File: src/rtl/cla_addsub_pipe.sv
// cla_addsub_pipe: pipelined carry-lookahead adder/subtractor.
// Each register stage resolves WIDTH/STAGES result bits with 4-bit lookahead
// groups, and slice carries pass from one stage to the next. The operands are
// normalised at the input. Subtraction becomes a + ~b + ~ci, so every stage
// only ever performs an add. A single global enable stalls the whole pipe
// when the consumer holds off.
module cla_addsub_pipe #(
  parameter int WIDTH  = 32,
  parameter int STAGES = 2,
  parameter int GROUP  = 4
) (
  input  logic             clk,
  input  logic             rst,
  input  logic             in_valid,
  output logic             in_ready,
  input  logic [WIDTH-1:0] a,
  input  logic [WIDTH-1:0] b,
  input  logic             ci,
  input  logic             sub,
  output logic             out_valid,
  input  logic             out_ready,
  output logic [WIDTH-1:0] s,
  output logic             co,
  output logic             ov,
  output logic             zero
);

  localparam int SLICE = WIDTH / STAGES;
  localparam int NGRP  = SLICE / GROUP;

  // Reject configurations the slice/group arithmetic cannot represent.
  if (GROUP != 4) begin : g_bad_group
    $error("cla_addsub_pipe: GROUP must be 4");
  end
  if (STAGES < 1 || STAGES > WIDTH / 4) begin : g_bad_stages
    $error("cla_addsub_pipe: STAGES must be in 1..WIDTH/4");
  end
  if (WIDTH % (4 * STAGES) != 0) begin : g_bad_width
    $error("cla_addsub_pipe: WIDTH must be a multiple of 4*STAGES");
  end

  // 4-bit lookahead group: returns {carry_out, sum[3:0]}.
  function automatic logic [4:0] cla4(input logic [3:0] x, input logic [3:0] y,
                                      input logic c);
    logic [3:0] g;
    logic [3:0] p;
    logic [4:0] cv;
    g = x & y;
    p = x | y;
    cv[0] = c;
    cv[1] = g[0] | (p[0] & c);
    cv[2] = g[1] | (p[1] & g[0]) | (p[1] & p[0] & c);
    cv[3] = g[2] | (p[2] & g[1]) | (p[2] & p[1] & g[0]) | (p[2] & p[1] & p[0] & c);
    cv[4] = g[3] | (p[3] & g[2]) | (p[3] & p[2] & g[1]) | (p[3] & p[2] & p[1] & g[0])
          | (p[3] & p[2] & p[1] & p[0] & c);
    return {cv[4], x ^ y ^ cv[3:0]};
  endfunction

  // Each stage register holds the operands, the partial sum and the slice carry.
  // Operand bits below the slice are dead after use and are trimmed by synthesis.
  logic [STAGES-1:0]            vld_q, vld_d;
  logic [STAGES-1:0][WIDTH-1:0] opa_q, opa_d;
  logic [STAGES-1:0][WIDTH-1:0] opb_q, opb_d;
  logic [STAGES-1:0][WIDTH-1:0] sum_q, sum_d;
  logic [STAGES-1:0]            cy_q, cy_d;
  logic                         ov_q, ov_d;
  logic                         zero_q, zero_d;

  logic             en;
  logic             src_vld;
  logic [WIDTH-1:0] src_a;
  logic [WIDTH-1:0] src_b;
  logic [WIDTH-1:0] src_sum;
  logic             src_cy;
  logic [WIDTH-1:0] res_sum;
  logic             carry;
  logic [4:0]       grp;
  int               prev;
  int               lo;

  assign en        = !vld_q[STAGES-1] || out_ready;
  assign in_ready  = !rst && en;
  assign out_valid = vld_q[STAGES-1];
  assign s         = sum_q[STAGES-1];
  assign co        = cy_q[STAGES-1];
  assign ov        = ov_q;
  assign zero      = zero_q;

  // Advance every stage by one slice when enabled; hold everything otherwise.
  always_comb begin
    vld_d   = vld_q;
    opa_d   = opa_q;
    opb_d   = opb_q;
    sum_d   = sum_q;
    cy_d    = cy_q;
    ov_d    = ov_q;
    zero_d  = zero_q;
    src_vld = 1'b0;
    src_a   = '0;
    src_b   = '0;
    src_sum = '0;
    src_cy  = 1'b0;
    res_sum = '0;
    carry   = 1'b0;
    grp     = '0;
    prev    = 0;
    lo      = 0;
    if (en) begin
      for (int k = 0; k < STAGES; k++) begin
        prev = (k == 0) ? 0 : k - 1;
        if (k == 0) begin
          src_vld = in_valid;
          src_a   = a;
          src_b   = sub ? ~b : b;
          src_sum = '0;
          src_cy  = sub ? ~ci : ci;
        end else begin
          src_vld = vld_q[prev];
          src_a   = opa_q[prev];
          src_b   = opb_q[prev];
          src_sum = sum_q[prev];
          src_cy  = cy_q[prev];
        end
        carry   = src_cy;
        res_sum = src_sum;
        for (int g = 0; g < NGRP; g++) begin
          lo = k * SLICE + g * GROUP;
          grp = cla4(src_a[lo +: 4], src_b[lo +: 4], carry);
          res_sum[lo +: 4] = grp[3:0];
          carry = grp[4];
        end
        vld_d[k] = src_vld;
        opa_d[k] = src_a;
        opb_d[k] = src_b;
        sum_d[k] = res_sum;
        cy_d[k]  = carry;
      end
      ov_d   = (opa_d[STAGES-1][WIDTH-1] == opb_d[STAGES-1][WIDTH-1]) &&
               (sum_d[STAGES-1][WIDTH-1] != opa_d[STAGES-1][WIDTH-1]);
      zero_d = (sum_d[STAGES-1] == '0);
    end
  end

  // Pipeline registers; reset discards in-flight beats and clears the flags.
  always_ff @(posedge clk) begin
    if (rst) begin
      vld_q  <= '0;
      opa_q  <= '0;
      opb_q  <= '0;
      sum_q  <= '0;
      cy_q   <= '0;
      ov_q   <= 1'b0;
      zero_q <= 1'b0;
    end else begin
      vld_q  <= vld_d;
      opa_q  <= opa_d;
      opb_q  <= opb_d;
      sum_q  <= sum_d;
      cy_q   <= cy_d;
      ov_q   <= ov_d;
      zero_q <= zero_d;
    end
  end

endmodule

File: config.mk
export PLATFORM = sky130hd
export DESIGN_NAME = cla_addsub_pipe
export DESIGN_NICKNAME = d
export VERILOG_FILES = /design/src/rtl/cla_addsub_pipe.sv
export SDC_FILE = /design/constraint.sdc
export NUM_CORES = 1
export LEC_CHECK = 0
export BUFFER_PORTS_ARGS = -buffer_cell sky130_fd_sc_hd__clkbuf_2
export CORE_MARGIN = 1.5
export CORE_UTILIZATION = 50
export DETAILED_ROUTE_END_ITERATION = 10
export GPL_ROUTABILITY_DRIVEN = 0
export PLACE_DENSITY = 0.79
export SYNTH_ARGS = -nofsm -noshare
export SYNTH_HDL_FRONTEND = slang
export SYNTH_SLANG_ARGS = --single-unit
File: constraint.sdc
create_clock -name clk -period 4.6 [get_ports clk]
set_clock_uncertainty 0.2 [all_clocks]
set_input_delay 0.92 -clock clk [delete_from_list [all_inputs] [get_ports clk]]
set_output_delay 0.92 -clock clk [all_outputs]
set_load 0.1 [all_outputs]
---- Word-level counts from Yosys, hierarchy flattened ----
Index checks and enable logic that the tools add are counted.
storage, ports and cells
  register bits after elaboration ......... 118
  input port bits ......................... 70
  output and inout bits ................... 37
cells by class
  equal/unequal tests ..................... 2
  mux-type cells .......................... 9
  bitwise operators ....................... 242
  reductions and logical operators ........ 6
operators with widths
  kind               count
  $mux 32            5
  $and 1x1->1        128
  $or 1x1->1         80
  $xor 4x4->4        16
  $and 4x4->4        8
  $logic_not 32->1   1
  $not 32->32        1
  $or 4x4->4         8
  $mux 16            1
  $mux 1             3
  $logic_and 1x1->1  2
  $logic_not 1->1    2
  $eq 1x1->1         1
  $logic_or 1x1->1   1
  $ne 1x1->1         1
  $not 1->1          1

---- Logic depth before layout (Yosys ltp) ----
  word-level depth ........................ 18
  depth in mapped cells ................... 16

---- Worst setup path after synthesis ----
Ideal clock, no wire load.
  path type ............................... input to register
  start point ............................. input port sub
  end point ............................... register sum_q[13] in the netlist's numbering
  setup slack ............................. 491 ps
  library setup time ...................... 70 ps
  data arrival time ....................... 3839 ps
  required time ........................... 4330 ps
  stages .................................. 15
  cells stage by stage .................... buf_4 clkbuf_1 xor2_1 inv_1 ha_1 or4_1 a21oi_2 o21ai_2 a21oi_1 nor2_1 o21a_1 fa_1 xnor2_1 nand2_1 a21oi_1
between the ends
  word-level cells in the longest chain between the ends .. 15
  elaborated cells on any way between the ends .. 49
  those cells by class .................... mux (4); bitwise (45)
RTL lines
  element                                                 line    source
  start, declared                                         19      input logic sub,
  $mux 32                                                 114     src_b = sub ? ~b : b;
  $mux 32                                                 108     if (en) begin
  $or 4x4->4 / $and 4x4->4 (equally long branches)        49, 48
  $and 1x1->1, on equally long branches                   54, 55
  $or 1x1->1, or another cell as far along (2 in series)  54      cv[4] = g[3] | (p[3] & g[2]) | (p[3] & p[2] & g[1]) | (p[3] & p[2] & p[1] & g[0])
  $or 1x1->1 / $and 1x1->1 (equally long branches)        54, 55
  $or 1x1->1                                              55      | (p[3] & p[2] & p[1] & p[0] & c);
  $and 1x1->1                                             55
  $or 1x1->1                                              55
  $and 1x1->1                                             55
  $or 1x1->1                                              55
  $and 1x1->1                                             51      cv[1] = g[0] | (p[0] & c);
  $or 1x1->1                                              51
  $xor 4x4->4 *                                           56      return {cv[4], x ^ y ^ cv[3:0]};
  end signal, assigned                                    158     sum_q <= sum_d;
  end, declared                                           64      logic [STAGES-1:0][WIDTH-1:0] sum_q, sum_d;
Every way passes the cells marked *; elsewhere a longest branch is shown, timed or not. The select of a mux whose other input is x is not followed.
A chain may end at the register's enable or synchronous reset.

---- Final worst setup path ----
  start point ............................. register opa_q[26] in the netlist's numbering
  end point ............................... register zero_q (netlist: zero)
between the ends
  word-level cells in the longest chain between the ends .. 11
  elaborated cells on any way between the ends .. 32
  those cells by class .................... mux (1); bitwise (30); reduce/logical (1)
RTL lines
  element                                                 line        source
  start, declared                                         62          logic [STAGES-1:0][WIDTH-1:0] opa_q, opa_d;
  start signal, assigned                                  156         opa_q <= opa_d;
  $mux 32 *                                               108
  $and 4x4->4 / $or 4x4->4 (equally long branches)        48, 49
  $and 1x1->1, on equally long branches                   54, 55
  $or 1x1->1, or another cell as far along (2 in series)  54
  $or 1x1->1 / $and 1x1->1 (equally long branches)        54, 55
  $or 1x1->1                                              55
  $and 1x1->1, on equally long branches                   51, 52, 53
  $or 1x1->1, on equally long branches                    51, 52, 53
  $xor 4x4->4                                             56
  $logic_not 32->1 *                                      140         zero_d = (sum_d[STAGES-1] == '0);
  end signal, assigned                                    161         zero_q <= zero_d;
  end, declared                                           67          logic zero_q, zero_d;
Marked as above.

==> impl_metrics.json <==
{
  "drt-wirelength-per-cell_um": 12.9,
  "synth_cells": 706,
  "initialDrtViolationCount": 205,
  "vias_per_cell": 5.04,
  "wl_met3_um": 473,
  "p_clk_share_pct": 31.4,
  "track_usage_pct": 20.3,
  "grt_pass1_vias": 4166,
  "hold_viol_final": 0,
  "cp_max_fo": 6,
  "cpLargestDelayFamily": "simple AND/OR/NAND/NOR gates",
  "min_period_ps": 4180,
  "syn-cell-area_um2": 5660,
  "cp_slowest_cell": "or4_1",
  "die_w_um": 109,
  "status": "complete, no violations",
  "cap_violations": 0,
  "instances_no_fill": 909,
  "syn-num-nets": 848,
  "floorplan.core_area_um2": 10900,
  "multi_input_area_um2": 3280,
  "final_common_cell": "clkbuf_2",
  "syn_area_per_cell_um2": 8.02,
  "reg2reg_slack_ps": 420,
  "crit_type": "flip-flop to flip-flop",
  "syn_to_final_growth_pct": 12.7,
  "drc_errors": 0,
  "maxUsedRoutingLayer": "met4",
  "dpl.hpwl_um": 8560,
  "path_depth": 14,
  "synth_edf_count": 0,
  "layout-drive-gt1-share_pct": 18.5,
  "root_buffer": "clkbuf_16",
  "hold_end": "s[1]$_SDFFE_PP0N_",
  "drtPass1Iterations": 4,
  "initial_core_util_pct": 51.8,
  "antenna_found_initial": 0,
  "p_int_mw": 1.52,
  "die-height_um": 109,
  "slew_headroom_pct": 36.0,
  "grt_overflow": 0,
  "portBuffers": 106,
  "ys_seq_elements": 86,
  "ir_worst_vdd_mv": 0.234,
  "cts.clk_slew.worst_paths_ps": 70,
  "cts_hold_buffers": 0,
  "pre_cts_ws_ps": 387,
  "drv_slew": 0,
  "power_density_nw_per_um2": 383,
  "reg2reg_depth": 14,
  "antenna_cells": 0,
  "wl_met1_um": 5520,
  "start_kind": "flip-flop",
  "p_comb_share_pct": 32.2,
  "synth_warnings": 0,
  "grt_pass1_wl_um": 19300,
  "cts_buffers": 9,
  "pwr-share-seq_pct": 36.5,
  "wl_um": 11700,
  "ios": 107,
  "min_from": "s[1]$_SDFFE_PP0N_",
  "cts_tree": "done",
  "post-route-period-util_pct": 90.9,
  "ys_seq_area_share_pct": 30.4,
  "final_cell_mix": "106 x clkbuf_2, 105 x nand2_1, 86 x dfxtp_1",
  "clk_path_buf_depth": 2,
  "cp_num_buf_inv": 1,
  "setup-violations-final": 0,
  "clkSinkCount": 86,
  "tns_ps": 0,
  "cp.arrival_ps": 4260,
  "rr_endpoint": "zero$_SDFFE_PP0N_",
  "h-tree-depth": 3,
  "p_sw_uw": 916,
  "vias": 4582,
  "rows": 38,
  "yosysUniqueCellTypes": 52,
  "place_inst": 893,
  "whs_path_depth": 2,
  "num-nets-final": 906,
  "regArea_um2": 1720,
  "rsz0062_at_grt": "false",
  "fill_cells": 997,
  "antenna_left": 0,
  "dieArea_um2": 12000,
  "r2r_start": "opa_q[26]$_SDFFE_PP0N_",
  "grt_max_degree": 99,
  "critPathMaxStageDelay_ps": 600,
  "dr_wl_met2_um": 5570,
  "cpMostUsedCell": "or4_1",
  "crit_required_ps": 4680,
  "power.leakage_nw": 3.08,
  "endpoint_kind": "flip-flop",
  "path_cells": "inv_1, ha_1, or4_1, o21bai_1, o221ai_4, a21oi_1, fa_1, nor4b_1, nand4_1, or4_1, a2111oi_4, o221ai_2, a2111oi_2, a31o_1",
  "swShare_pct": 37.5,
  "clk-insertion-delay-late_ps": 340,
  "fmaxAchievable_mhz": 239,
  "worst_slew_pin_slew_ps": 960,
  "ys.flop_type": "dfxtp_1",
  "hold_path.class": "flip-flop to flip-flop",
  "async_flop_share_pct": 0,
  "setup_slack_ps": 419
}
synthesized netlist by cell type (2+ instances only):
cell       instances  area [µm²]
a211o_1            3        26.3
o21ai_1            3        15.0
ha_1              64         801
a211oi_1          28         210
a2111oi_4          2        55.1
clkbuf_1          26        97.6
nand2_1          105         394
a21oi_1           73         365
xnor2_1           12         105
o221ai_2           2        30.0
nor4_1             4        25.0
fa_1               8         160
buf_4             33         248
nor2b_1            2        12.5
or4_1              3        22.5
or2_2              2        12.5
dfxtp_1           86        1720
o21ai_0           10        50.1
o21bai_1           3        22.5
o21a_1             2        15.0
a2111oi_0          2        17.5
inv_1             85         319
nor3_1             6        30.0
nand2b_1           9        56.3
nor2_1            48         180
and3_1             4        25.0
o31a_1             2        17.5
or3_1              6        37.5
nand3_1            9        45.0
xor2_1            36         315
a221o_1            2        20.0
or3_4              2        22.5
buf_1              5        18.8
per-stage QoR:
step / total power [mW] / hold WS (ps) / util (%) / cell area [µm²]
floorplan: 1.57 / 232 / - / 5660
global placement: 1.68 / 238 / 55.3 / 6050
detailed placement: 1.69 / 244 / 55.3 / 6050
CTS: 2.46 / 251 / 58.2 / 6360
global route: 2.57 / 263 / 58.3 / 6380
finish: 2.44 / 248 / 58.3 / 6380
state kept, by name, indices dropped and copies added (netlist names):
register  count
sum_q        16
s            32
ov            1
opb_q        16
vld_q         2
cy_q          2
opa_q        16
zero          1
final cells by class:
class | count | share of cell area, %
clock inverters | 5 | 1.00
inverters | 85 | 5.00
well taps | 140 | 2.75
multi-input cells | 471 | 51.4
clock buffers | 11 | 3.96
repair buffers | 111 | 8.91
flip-flops and latches | 86 | 27.0
logic make-up after synthesis:
logic type / after synthesis / synth area share, %
buffers and inverters: 149 / 12.1
xor gates and xnor gates: 48 / 7.43
DFF: 86 / 30.4
adders and majority gates: 72 / 17.0
and+or+nand+nor: 208 / 16.3
AOI/OAI and AO/OA: 143 / 16.8
layer usage:
metal	vias up	track usage (%)
li1	2388	-
met1	2094	26.7
met2	88	34.3
met3	12	3.79
met4	0	5.47
met5	-	0
worst register-to-register path: cells and delay by family (launching register included):
| family | cells | cell delay (ps) |
|---|---|---|
| flops | 1 | 360 |
| fa+ha+maj | 2 | 730 |
| simple gates | 4 | 1490 |
| compound gates | 7 | 1270 |
| buf+inv | 1 | 60 |
worst max path at each step:
stage / from / endpoint / slack (ps)
global placement: opa_q[16]$_SDFFE_PP0N_ / zero$_SDFFE_PP0N_ / 460
detailed placement: opa_q[16]$_SDFFE_PP0N_ / zero$_SDFFE_PP0N_ / 390
global route: opa_q[16]$_SDFFE_PP0N_ / zero$_SDFFE_PP0N_ / 50
CTS: opa_q[16]$_SDFFE_PP0N_ / zero$_SDFFE_PP0N_ / 350
finish: opa_q[26]$_SDFFE_PP0N_ / zero$_SDFFE_PP0N_ / 420
floorplan: sub / sum_q[13]$_SDFFE_PP0N_ / 490
repair_timing:
item                                    4_1_cts  5_1_grt
resized for setup                             0        1
setup buffers                                 0        0
endpoints found under the setup margin        0        1
power by group through the flow:
| stage | registers (mW) | clock network [mW] | logic (mW) |
|---|---|---|---|
| after floorplan | 0.900 | 0 | 0.667 |
| after global placement | 0.904 | 0 | 0.780 |
| after detailed placement | 0.905 | 0 | 0.784 |
| after CTS | 0.889 | 0.780 | 0.790 |
| after global routing | 0.901 | 0.812 | 0.859 |
| final | 0.890 | 0.765 | 0.785 |
Note: power is estimated with default switching activity, not from simulation.
